**config.mk**
```make
export PLATFORM = sky130hd
export DESIGN_NAME = sub4_seq
export DESIGN_NICKNAME = d
export VERILOG_FILES = /design/src/rtl/sub4_seq.sv
export SDC_FILE = /design/constraint.sdc
export NUM_CORES = 1
export LEC_CHECK = 0
export BUFFER_PORTS_ARGS = -buffer_cell sky130_fd_sc_hd__buf_2
export CAP_MARGIN = 20
export CORE_MARGIN = 2
export CORE_UTILIZATION = 57
export CTS_BUF_LIST = sky130_fd_sc_hd__clkbuf_8
export CTS_CLUSTER_DIAMETER = 100
export DETAILED_ROUTE_END_ITERATION = 7
export GPL_TIMING_DRIVEN = 0
export HOLD_SLACK_MARGIN = 0.08
export PLACE_DENSITY_LB_ADDON = 0.3
export SLEW_MARGIN = 5
export SYNTH_ARGS = -nofsm -noshare
export SYNTH_HDL_FRONTEND = slang
export SYNTH_SLANG_ARGS = --single-unit
```
**constraint.sdc**
```tcl
create_clock -name clk -period 3.05 [get_ports clk]
set_input_delay 0.7625 -clock clk [delete_from_list [all_inputs] [get_ports clk]]
set_output_delay 0.7625 -clock clk [all_outputs]
set_load 0.05 [all_outputs]
```
**src/rtl/sub4_seq.sv**
```systemverilog
// sub4_seq: sequential four-operand subtractor, Y = A - B - C - D.
// One subtraction per clock through a single shared (n+3)-bit datapath,
// valid/ready handshake on both the operand and the result side.
// Optional build macro SUB4_CLAMP_EN: clamp negative results to zero on Y
// (neg still reports the true sign).
module sub4_seq #(
  parameter int n = 4
) (
  input  logic         clk,
  input  logic         rst_n,
  input  logic         in_valid,
  output logic         in_ready,
  input  logic [n-1:0] A,
  input  logic [n-1:0] B,
  input  logic [n-1:0] C,
  input  logic [n-1:0] D,
  output logic         out_valid,
  input  logic         out_ready,
  output logic [n+2:0] Y,
  output logic         neg
);

  typedef enum logic [2:0] {
    IDLE  = 3'd0,
    SUB_B = 3'd1,
    SUB_C = 3'd2,
    SUB_D = 3'd3,
    DONE  = 3'd4
  } state_t;

  state_t         state, state_nxt;
  logic [n+2:0]   acc;
  logic [n-1:0]   b_r, c_r, d_r;
  logic [n+2:0]   sub_op;
  logic [n+2:0]   diff;
  logic           accept;

  // Handshake: a new set can enter when idle, or when the held result leaves on this edge.
  always_comb begin
    in_ready  = (state == IDLE) || ((state == DONE) && out_ready);
    out_valid = (state == DONE);
    accept    = in_valid && in_ready;
  end

  // Shared datapath: pick the subtrahend for the current step, zero-extended.
  always_comb begin
    sub_op = '0;
    case (state)
      SUB_B:   sub_op = {3'b000, b_r};
      SUB_C:   sub_op = {3'b000, c_r};
      SUB_D:   sub_op = {3'b000, d_r};
      default: sub_op = '0;
    endcase
    diff = acc - sub_op;
  end

  // Next-state: fixed three-step walk, then hold in DONE until the consumer takes it.
  always_comb begin
    state_nxt = state;
    case (state)
      IDLE:    if (in_valid) state_nxt = SUB_B;
      SUB_B:   state_nxt = SUB_C;
      SUB_C:   state_nxt = SUB_D;
      SUB_D:   state_nxt = DONE;
      DONE:    if (out_ready) state_nxt = in_valid ? SUB_B : IDLE;
      default: state_nxt = IDLE;
    endcase
  end

  // State, operand capture, accumulator steps and result load.
  always_ff @(posedge clk) begin
    if (!rst_n) begin
      state <= IDLE;
      acc   <= '0;
      b_r   <= '0;
      c_r   <= '0;
      d_r   <= '0;
      Y     <= '0;
      neg   <= 1'b0;
    end else begin
      state <= state_nxt;
      if (accept) begin
        acc <= {3'b000, A};
        b_r <= B;
        c_r <= C;
        d_r <= D;
      end else if ((state == SUB_B) || (state == SUB_C) || (state == SUB_D)) begin
        acc <= diff;
      end
      if (state == SUB_D) begin
        neg <= diff[n+2];
`ifdef SUB4_CLAMP_EN
        Y   <= diff[n+2] ? '0 : diff;
`else
        Y   <= diff;
`endif
      end
    end
  end

endmodule

```
# --- Word-level counts from Yosys, hierarchy flattened ---
# Index checks and enable logic that the tools add are counted.
totals:
  mem_bits_ro: 0
  reg_bits: 30
  ram_bits: 0
  out_inout_bits: 10
  latch_bits: 0
  memories: 0
op_classes:
  n_mul: 0
  magnitude_cmp: 0
  eq_ne: 6
  reduce_logical: 9
  n_shift: 0
  bitwise_logic: 1
  mux: 7
  n_addsub: 1
  div: 0
ops:
  columns: ["cell", "count"]
  rows:
  - ["$pmux W3 S5", 1]
  - ["$pmux W4 S3", 1]
  - ["$mux W4", 2]
  - ["$sub A7 B4 Y7", 1]
  - ["$eq A3 B2 Y1 const B", 2]
  - ["$mux W3", 2]
  - ["$eq A3 B1 Y1 const B", 1]
  - ["$eq A3 B3 Y1 const B", 1]
  - ["$logic_not A3 Y1", 1]
  - ["$logic_or A1 B1 Y1", 3]
  - ["$logic_and A1 B1 Y1", 2]
  - ["$ne A2 B1 Y1 const B", 1]
  - ["$ne A2 B2 Y1 const B", 1]
  - ["$reduce_and A2 Y1", 1]
  - ["$reduce_bool A2 Y1", 1]
  - ["$reduce_or A2 Y1", 1]
  - ["$mux W1", 1]
  - ["$not A1 Y1", 1]

# --- Depth between registers and ports, before layout ---
# Gate-level depths: netlist of the first run.
depth:
  depth_word: 5
  ltp_mapped: 11
  ltp_nobuf: 10

# --- Least setup slack after synthesis of the first run ---
# OpenSTA, ideal clock, no wires.
synth_path:
  path_kind: "reg-to-reg"
  start: "register state[1]"
  end: "register acc[6]"
  path_slack_ns: 0.560
  stages_incl_launch_ff: 12
  t_arrival_ns: 2.375
  n_path_buf: 1
  required_time_ns: 2.935
  period_less_slack_ns: 2.490
  cell_sequence: "dfxtp_1 -> buf_2 -> nor2b_1 -> a22oi_1 -> nor2_1 -> ha_1 -> inv_1 -> fa_1 -> a21o_1 -> a2111oi_4 -> xnor2_1 -> nor2_1"
synth_between:
  elab_chain_cells: 5
  elab_cells_between_ends: 13
synth_lines:
  columns: ["element", "line", "source"]
  rows:
  - ["start: declaration", "31", "state_t state, state_nxt;"]
  - ["start signal: assignment", "81", "state <= state_nxt;"]
  - ["branches (longest 5 deep; another with $sub A7 B4 Y7)", null, null]
  - ["end signal: assignment", "83", "acc <= {3'b000, A};"]
  - ["end signal: assignment", "88", "acc <= diff;"]
  - ["end: declaration", "32", "logic [n+2:0] acc;"]
# Several ways; the timed one is not identified.
# A chain may end at the register's enable or synchronous reset.

# --- Worst setup path in the final report of the first run ---
# Ends and elaborated chain as after synthesis.

==> results of run 1 <==
-- synthesized netlist by cell type (3+ instances only) --
master,number
mux2_2,4
a22o_1,3
nand2_1,34
clkbuf_1,4
dfxtp_1,29
ha_1,5
xnor2_1,8
a21oi_1,7
nor2_1,8
nor2b_1,4
and3_1,3
o21ai_0,3
a211oi_1,3
a21boi_0,14
buf_2,4
-- sequential cells by signal, summed over array words and instances, names as in the netlist --
signal,cells
Y,7
b_r,4
d_r,4
acc,7
state,3
c_r,4
-- per-layer routing --
layer / part of all wire [%] / up-vias / global-route usage (%)
li1: - / 665 / -
met1: 45 / 594 / 26.9
met2: 49 / 23 / 38.7
met3: 4.1 / 6 / 7.21
met4: 1.2 / 0 / 8.84
met5: 0 / - / 0
-- power by group --
part           internal, mW  switching (mW)  leakage (nW)
Clock                 0.175           0.133        0.0485
Combinational         0.205           0.263         0.495
Sequential            0.422          0.0318         0.237
Total                 0.801           0.428         0.780
-- repair_timing --
item / CTS / global route
endpoints found under the setup margin: 0 / 1
hold buffers: 0 / 0
gates resized for setup: 0 / 1
-- path summary, 6_finish.rpt --
check	start	endpoint
hold reg to reg	b_r[0]$_SDFFE_PN0P_	b_r[0]$_SDFFE_PN0P_
hold / removal	b_r[0]$_SDFFE_PN0P_	b_r[0]$_SDFFE_PN0P_
setup reg to reg	state[1]$_SDFFE_PN0P_	acc[6]$_SDFFE_PP0P_
setup / recovery	state[1]$_SDFFE_PN0P_	acc[6]$_SDFFE_PP0P_
-- metrics by stage --
step,total power [mW],std cells,utilization (%)
4_1_cts,1.23,236,72.1
3_5_place_dp,0.922,229,68.7
2_1_floorplan,0.833,171,-
5_1_grt,1.31,236,72.2
6_report,1.23,236,72.2
3_3_place_gp,0.903,229,68.7
-- cell families (layout without fill, tap and decap cells) --
group / count (synthesis) / count (layout) / synth area share, %
AND/OR/NAND/NOR: 62 / 62 / 19.1
AO/OA/AOI/OAI: 45 / 45 / 24.3
flip-flops: 29 / 29 / 37.3
buffers and inverters: 15 / 50 / 5.39
XOR/XNOR: 9 / 9 / 5.07
adder cells (fa/ha/maj): 6 / 6 / 5.31
multiplexers: 5 / 5 / 3.54
-- cells in the final DEF (no fill, tap or decap), types with 2 or more instances in the layout --
cell / instances
buf_4: 2
nor2_1: 8
buf_2: 32
a2111oi_4: 2
mux2_2: 4
dfxtp_1: 29
ha_1: 5
a22o_1: 3
a22oi_1: 2
xnor2_1: 8
o211a_1: 2
nor3b_1: 2
a211oi_1: 3
o21ai_0: 3
a21boi_0: 14
o21a_1: 2
clkbuf_8: 6
and3_1: 3
inv_1: 3
a21oi_1: 7
nand2_1: 34
buf_6: 2
nor2b_1: 3
clkbuf_1: 4
-- area by class of cell --
cell class                 instances  area (µm²)
fill                             205         701
buffer                            12        72.6
inverter                           3        11.3
clock buffer                       6        82.6
sequential                        29         581
tap                               30        37.5
multi-input combinational        127         893
timing repair buffer              28         140
clock inverter                     1        3.75
-- tightest hold or removal path: stages, from the launching register on --
cell and delay [ps]:
dfxtp_1 310, nand2_1 50, a21boi_0 60
==> impl_metrics.tcl, run 1 <==
set metrics [dict create \
    drt-total-wl_um 3240 \
    tightest_slew_ps 500 \
    final_layout_size_suffix_gt1_share_pct 27.7 \
    clkLatencyLatePin_ps 280 \
    ios 30 \
    period_minus_slack_ps 2820 \
    finalCritPeriodShare_pct 92.4 \
    post-place-ws_ps 176 \
    post_cts_buffers 0 \
    async_flop_share_pct 0 \
    grt_pass1_vias 1290 \
    grt_max_degree 11 \
    cts.sinks 29 \
    wl_per_cell_um 13.7 \
    vias 1288 \
    drt-pass1-iter-count 5 \
    syn_area_um2 1560 \
    antenna_left 0 \
    synth.distinct_cells 45 \
    area_growth_pct 17.1 \
    final_nets 232 \
    max_slew_margin_pct 66.6 \
    synth_sequential_area_ratio_pct 37.3 \
    worstSetupStartpointType "flip-flop" \
    holdPathStages 2 \
    min_path_type "flip-flop to flip-flop" \
    cp.arrival_ps 2980 \
    synth_largest_area_cell "dfxtp_1" \
    drt_iter0_drc 38 \
    slew_viol_final 0 \
    cpMostUsedCell "nor2_1" \
    cts_tree "done" \
    hpwl_um 2470 \
    die_area_um2 3160 \
    power_density_nw_per_um2 675 \
    clk_path_buf_depth 2 \
    cts_max_level 2 \
    ys_warn_count 0 \
    synth-edff-count 0 \
    path_depth 11 \
    synth-seq-cells 29 \
    leakagePower_nw 0.780 \
    hold_violations 0 \
    cp_max_fo 10 \
    rrSetupSlack_ps 230 \
    chipWidth_um 56.2 \
    place_congestion 0.781 \
    clockRootBuffer "clkbuf_8" \
    synthTopCellsByArea "dfxtp_1 37%, nand2_1 8.2%, a21boi_0 6.8%" \
    syn-num-nets 197 \
    synthFlopType "dfxtp_1" \
    core_um2 2520 \
    cp_cell_sequence "buf_2 -> nor2b_2 -> a22oi_1 -> nor2_1 -> ha_1 -> inv_1 -> fa_1 -> a21o_1 -> a2111oi_4 -> xnor2_1 -> nor2_1" \
    synth_cells 171 \
    grt_overflow_total 0 \
    skew_ps 3.50 \
    final_area_um2 1820 \
    fp-row-count 18 \
    criticalPathCategory "flip-flop to flip-flop" \
    setup_viol 0 \
    ir_drop_mv 0.537 \
    maxCapViolCount 0 \
    rsz0062_at_grt "false" \
    setup_ws_ps 233 \
    grt_pass1_wl_um 5650 \
    antenna_found_initial 0 \
    cts_buffers 5 \
    fmax_mhz 355 \
    cpMaxStageDelayCell "dfxtp_1" \
    crit_buf_inv 2 \
    grt.total_usage_pct 22.9 \
    cp_top_family "compound AO/OA/AOI/OAI gates" \
    drc 0 \
    avgSynthCellArea_um2 9.09 \
    holdWs_ps 469 \
    drt-vias-per-instance 5.46 \
    worstPathRequired_ps 3220 \
    synth.top_cell.area_share_pct 37.3 \
    antennaDiodeCount 0 \
    final.setup.tns_ps 0 \
    port-buffer-count 28 \
    die_y_um 56.2 \
    cp-end-kind "flip-flop" \
    clk_pin_slew_ps 60 \
    place_area_um2 1730 \
    r2r_cells 11 \
    cpPeakStageDelay_ps 400 \
    outcome "complete, no violations" \
    start_util_pct 61.7 \
]
Power figures use the tool's default switching activity.
==> run 2: changes to the inputs <==
CELL_PAD_IN_SITES_DETAIL_PLACEMENT = 2   (was default)
CELL_PAD_IN_SITES_GLOBAL_PLACEMENT = 2   (was default)
CORE_UTILIZATION = 33   (was 57)
CTS_BUF_LIST = default   (was sky130_fd_sc_hd__clkbuf_8)
RECOVER_POWER = 25   (was default)
==> run 2 against run 1 <==
Final area grew 0.41%. Clock skew grew 4.7 ps. Core utilization shrank 31 points. Maximum frequency shrank 0.57%. Via count grew 4.7%. Flip-flop and latch count is the same. Cell count grew 9.7%. Setup slack lost 16 ps. Largest power group unchanged. Non-clock buffer count is the same. Highest routed layer unchanged. First-iteration DRC count shrank 29%. Clock-buffer cell count is the same. Critical path type unchanged.
==> impl_metrics.tcl, run 2 (synthesis results as in run 1) <==
set metrics [dict create \
    outcome "complete, no violations" \
    drt_iter0_drc 27 \
    place_area_um2 1760 \
    place_congestion 0.732 \
    cp.arrival_ps 3000 \
    cpMaxStageDelayCell "fa_1" \
    final_cells 259 \
    drt-vias-per-instance 5.20 \
    tightest_slew_ps 599 \
    cp-end-kind "flip-flop" \
    final_common_cell "nand2_1" \
    drt-total-wl_um 4190 \
    fp-row-count 24 \
    grt.total_usage_pct 17.4 \
    final_layout_size_suffix_gt1_share_pct 25.1 \
    vias 1348 \
    rrSetupSlack_ps 220 \
    worstSetupEndpoint "acc[6]$_SDFFE_PP0P_" \
    min_path_type "flip-flop to flip-flop" \
    ff_latch_area_um2 581 \
    rsz0062_at_grt "false" \
    maxCapViolCount 0 \
    ios 30 \
    reg.largest.list "Y (7), acc (7)" \
    area_growth_pct 17.6 \
    hold_violations 0 \
    worstPathRequired_ps 3220 \
    setup_ws_ps 217 \
    rr_startpoint "state[1]$_SDFFE_PN0P_" \
    cpMostUsedCell "nor2_1" \
    cp_cell_sequence "buf_2 -> nor2b_2 -> a22oi_1 -> nor2_1 -> ha_1 -> inv_1 -> fa_1 -> a21o_1 -> a2111oi_4 -> xnor2_1 -> nor2_1" \
    place_inst 251 \
    chipWidth_um 72.7 \
    criticalPathCategory "flip-flop to flip-flop" \
    drt-pass1-iter-count 4 \
    hpwl_um 3190 \
    max_slew_margin_pct 60.2 \
    r2r_cells 11 \
    wl_per_cell_um 16.2 \
    post_cts_buffers 0 \
    clkLatencyLatePin_ps 280 \
    antennaDiodeCount 0 \
    core_um2 4440 \
    cts.sinks 29 \
    ir_drop_mv 0.230 \
    antenna_left 0 \
    slew_viol_final 0 \
    post-place-ws_ps 139 \
    grt_pass1_vias 1539 \
    skew_ps 8.23 \
    final_area_um2 1830 \
    finalCritPeriodShare_pct 92.9 \
    power_density_nw_per_um2 674 \
    cp_max_fo 10 \
    cts_tree "done" \
    clockRootBuffer "clkbuf_8" \
    leakagePower_nw 0.752 \
    holdWs_ps 470 \
    drc 0 \
    fmax_mhz 353 \
    cpPeakStageDelay_ps 410 \
    antenna_found_initial 0 \
    die_y_um 72.7 \
    grt_overflow_total 0 \
    start_util_pct 35.0 \
    multiInputGateArea_um2 893 \
    clk_pin_slew_ps 60 \
    final_cell_mix "34 x nand2_1, 29 x dfxtp_1, 28 x buf_2, 14 x a21boi_0, 11 x clkbuf_1" \
    worstSetupStartpointType "flip-flop" \
    final_nets 232 \
    period_minus_slack_ps 2830 \
    setup_viol 0 \
    cts_buffers 5 \
    clk_path_buf_depth 2 \
    final.fill_count 518 \
    grt_max_degree 11 \
    port-buffer-count 28 \
    cts_max_level 2 \
    grt_pass1_wl_um 7060 \
    die_area_um2 5280 \
    regToRegEndpoint "acc[6]$_SDFFE_PP0P_" \
    total_power_mw 1.23 \
    fin_util_pct 41.2 \
    final.setup.tns_ps 0 \
    min_from "b_r[2]$_SDFFE_PN0P_" \
    critPathLaunch "state[1]$_SDFFE_PN0P_" \
]
run 2: cell types whose count changed in the layout (fill, tap and decap cells not counted):
cell and delta:
buf_2 -4, clkinv_2 +2, clkbuf_1 +7, clkbuf_8 -1
buf_6 -1, inv_1 -1, buf_4 -1
run 2: worst max-delay path, delay by kind of cell, from the launching register on:
family | cells | cell delay [ps]
buffers and inverters | 2 | 360
adders and majority gates | 2 | 620
AOI/OAI and AO/OA | 3 | 740
and+or+nand+nor | 3 | 460
xor gates and xnor gates | 1 | 160
DFF | 1 | 400
run 2: worst min-delay path by stage:
stage | end | cells past startpoint
2_1_floorplan | d_r[0]$_SDFFE_PN0P_ | 2
3_3_place_gp | b_r[1]$_SDFFE_PN0P_ | 2
3_5_place_dp | b_r[2]$_SDFFE_PN0P_ | 2
4_1_cts | b_r[2]$_SDFFE_PN0P_ | 2
5_1_grt | b_r[1]$_SDFFE_PN0P_ | 2
6_report | b_r[2]$_SDFFE_PN0P_ | 2
run 2: repair_timing:
item	in CTS	in global routing
gates resized for setup	0	1
hold buffers	0	0
hold endpoints to repair	0	0
endpoints found under the setup margin	0	3
run 2: final cells by class:
class | instances | share of cell area (%)
Buffer | 12 | 3.35
Clock buffer | 6 | 3.97
Clock inverter | 2 | 0.547
Inverter | 3 | 0.616
Multi-Input combinational cell | 127 | 48.8
Sequential cell | 29 | 31.7
Tap cell | 52 | 3.56
Timing Repair Buffer | 28 | 7.39
run 2: power breakdown:
group          leakage [nW]  switching (mW)  internal, mW
clock                0.0450           0.149         0.158
combinational         0.470           0.273         0.198
sequential            0.237          0.0340         0.421
total                 0.752           0.456         0.777
run 2: metal layers:
metal | share of wire, % | routed length, µm | vias to the layer above | track usage (%)
li1 | - | - | 663 | -
met1 | 44 | 1830 | 659 | 20.1
met2 | 52 | 2160 | 22 | 31.7
met3 | 3.5 | 148 | 4 | 4.28
met4 | 1.1 | 46 | 0 | 5.14
met5 | 0 | 0 | - | 0
==> run 3: changes to the inputs <==
CORE_ASPECT_RATIO = 1.75   (was default)
==> run 3 against run 2 <==
Final area decreased by 0.14%. Via count increased by 2.7%. Flip-flop and latch count unchanged. Critical path depth unchanged. Sequential power about the same.
==> impl_metrics.tcl, run 3 (synthesis results as in run 1) <==
set metrics [dict create \
    outcome "complete, no violations" \
    finalCritPeriodShare_pct 91.9 \
    use_met2_pct 38.1 \
    drt-pass1-iter-count 5 \
    ir_drop_mv 0.456 \
    die_y_um 94.8 \
    antenna_found_initial 0 \
    rrSetupSlack_ps 250 \
    grt.total_usage_pct 17.5 \
    power_density_nw_per_um2 674 \
    regToRegEndpoint "acc[6]$_SDFFE_PP0P_" \
    die_area_um2 5300 \
    place_area_um2 1760 \
    cts_buffers 5 \
    drt_iter0_drc 18 \
    clockRootBuffer "clkbuf_8" \
    ios 30 \
    maxCapViolCount 0 \
    fin_util_pct 39.5 \
    clk_path_buf_depth 2 \
    hpwl_um 3480 \
    grt_pass1_wl_um 7120 \
    setup_viol 0 \
    clk_pin_slew_ps 60 \
    chipWidth_um 55.9 \
    min_from "c_r[1]$_SDFFE_PN0P_" \
    drc 0 \
    holdPathStages 2 \
    tightest_slew_ps 593 \
    r2r_cells 11 \
    antenna_left 0 \
    final_common_cell "nand2_1" \
    worstPathRequired_ps 3220 \
    final.fill_count 548 \
    cp.arrival_ps 2970 \
    holdBufCountCts 0 \
    final.setup.tns_ps 0 \
    core_um2 4620 \
    grtUsageMet3_pct 3.29 \
    hold_violations 0 \
    grt_overflow_total 0 \
    skew_ps 4.12 \
    final_cell_mix "34 x nand2_1, 29 x dfxtp_1, 28 x buf_2, 14 x a21boi_0, 13 x clkbuf_1" \
    drt-total-wl_um 4380 \
    criticalPathCategory "flip-flop to flip-flop" \
    rsz0062_at_grt "false" \
    globalRouteMet1Util_pct 15.5 \
    period_minus_slack_ps 2800 \
    fp-row-count 33 \
    start_util_pct 33.6 \
    slew_viol_final 0 \
    vias 1384 \
    place_congestion 0.774 \
    cp_max_fo 10 \
    fmax_mhz 357 \
    grt_pass1_vias 1510 \
    reg.largest.list "Y (7), acc (7)" \
    antennaDiodeCount 0 \
    cts.sinks 29 \
    min_path_type "flip-flop to flip-flop" \
    final_area_um2 1830 \
    port-buffer-count 28 \
    max_slew_margin_pct 60.6 \
    cp-end-kind "flip-flop" \
    drt-vias-per-instance 5.34 \
    place_inst 251 \
    whs_endpoint "c_r[1]$_SDFFE_PN0P_" \
    worstSetupStartpointType "flip-flop" \
    area_growth_pct 17.5 \
    final_layout_size_suffix_gt1_share_pct 24.2 \
    final_nets 232 \
    grt.busiest_layer "met2" \
    cts_max_level 2 \
    leakagePower_nw 0.746 \
    clkLatencyLatePin_ps 280 \
    final_cells 259 \
    grt_max_degree 11 \
    rr_startpoint "state[1]$_SDFFE_PN0P_" \
    wl_per_cell_um 16.9 \
    cts_tree "done" \
]
run 3: area by class of cell:
type,instances,area [µm²],area share (%)
Multi-Input combinational cell,127,893,48.9
Inverter,3,11.3,0.616
Clock buffer,8,80.1,4.38
Tap cell,52,65.1,3.56
Sequential cell,29,581,31.8
Buffer,12,61.3,3.36
Timing Repair Buffer,28,135,7.40
run 3: worst max-delay path by stage:
stage / start / depth (start not counted) / to / slack [ps]
detailed placement: state[1]$_SDFFE_PN0P_ / 11 / acc[6]$_SDFFE_PP0P_ / 140
finish: state[1]$_SDFFE_PN0P_ / 11 / acc[6]$_SDFFE_PP0P_ / 250
global route: state[1]$_SDFFE_PN0P_ / 11 / acc[6]$_SDFFE_PP0P_ / 70
floorplan: state[1]$_SDFFE_PN0P_ / 11 / acc[6]$_SDFFE_PP0P_ / 560
CTS: state[1]$_SDFFE_PN0P_ / 11 / acc[6]$_SDFFE_PP0P_ / 110
global placement: state[1]$_SDFFE_PN0P_ / 11 / acc[6]$_SDFFE_PP0P_ / 200
run 3: repair_timing:
action	in CTS	in global routing
setup endpoints to repair	0	1
setup buffers	0	0
resized for setup	0	1
run 3: critical path, stage by stage, from the launching register on:
cell and delay, ps:
dfxtp_1 400, buf_2 280, nor2b_2 270, a22oi_1 120, nor2_1 120, ha_1 200
inv_1 60, fa_1 400, a21o_1 240, a2111oi_4 380, xnor2_1 170, nor2_1 60
run 3: per-layer routing:
metal	part of all wire (%)	routed length (µm)
met1	35	1510
met2	61	2670
met3	3.0	132
met4	1.4	60
met5	0	0
run 3: through the flow:
stage               power [mW]  hold slack, ps  setup slack (ps)
floorplan                0.833             440               560
global placement         0.925             454               203
detailed placement       0.949             466               143
CTS                       1.26             475               115
global route              1.31             494              71.5
finish                    1.23             469               246
run 3: power breakdown:
part	internal [mW]	switching, mW
sequential	0.422	0.0348
clock	0.162	0.140
combinational	0.199	0.275
total	0.782	0.449
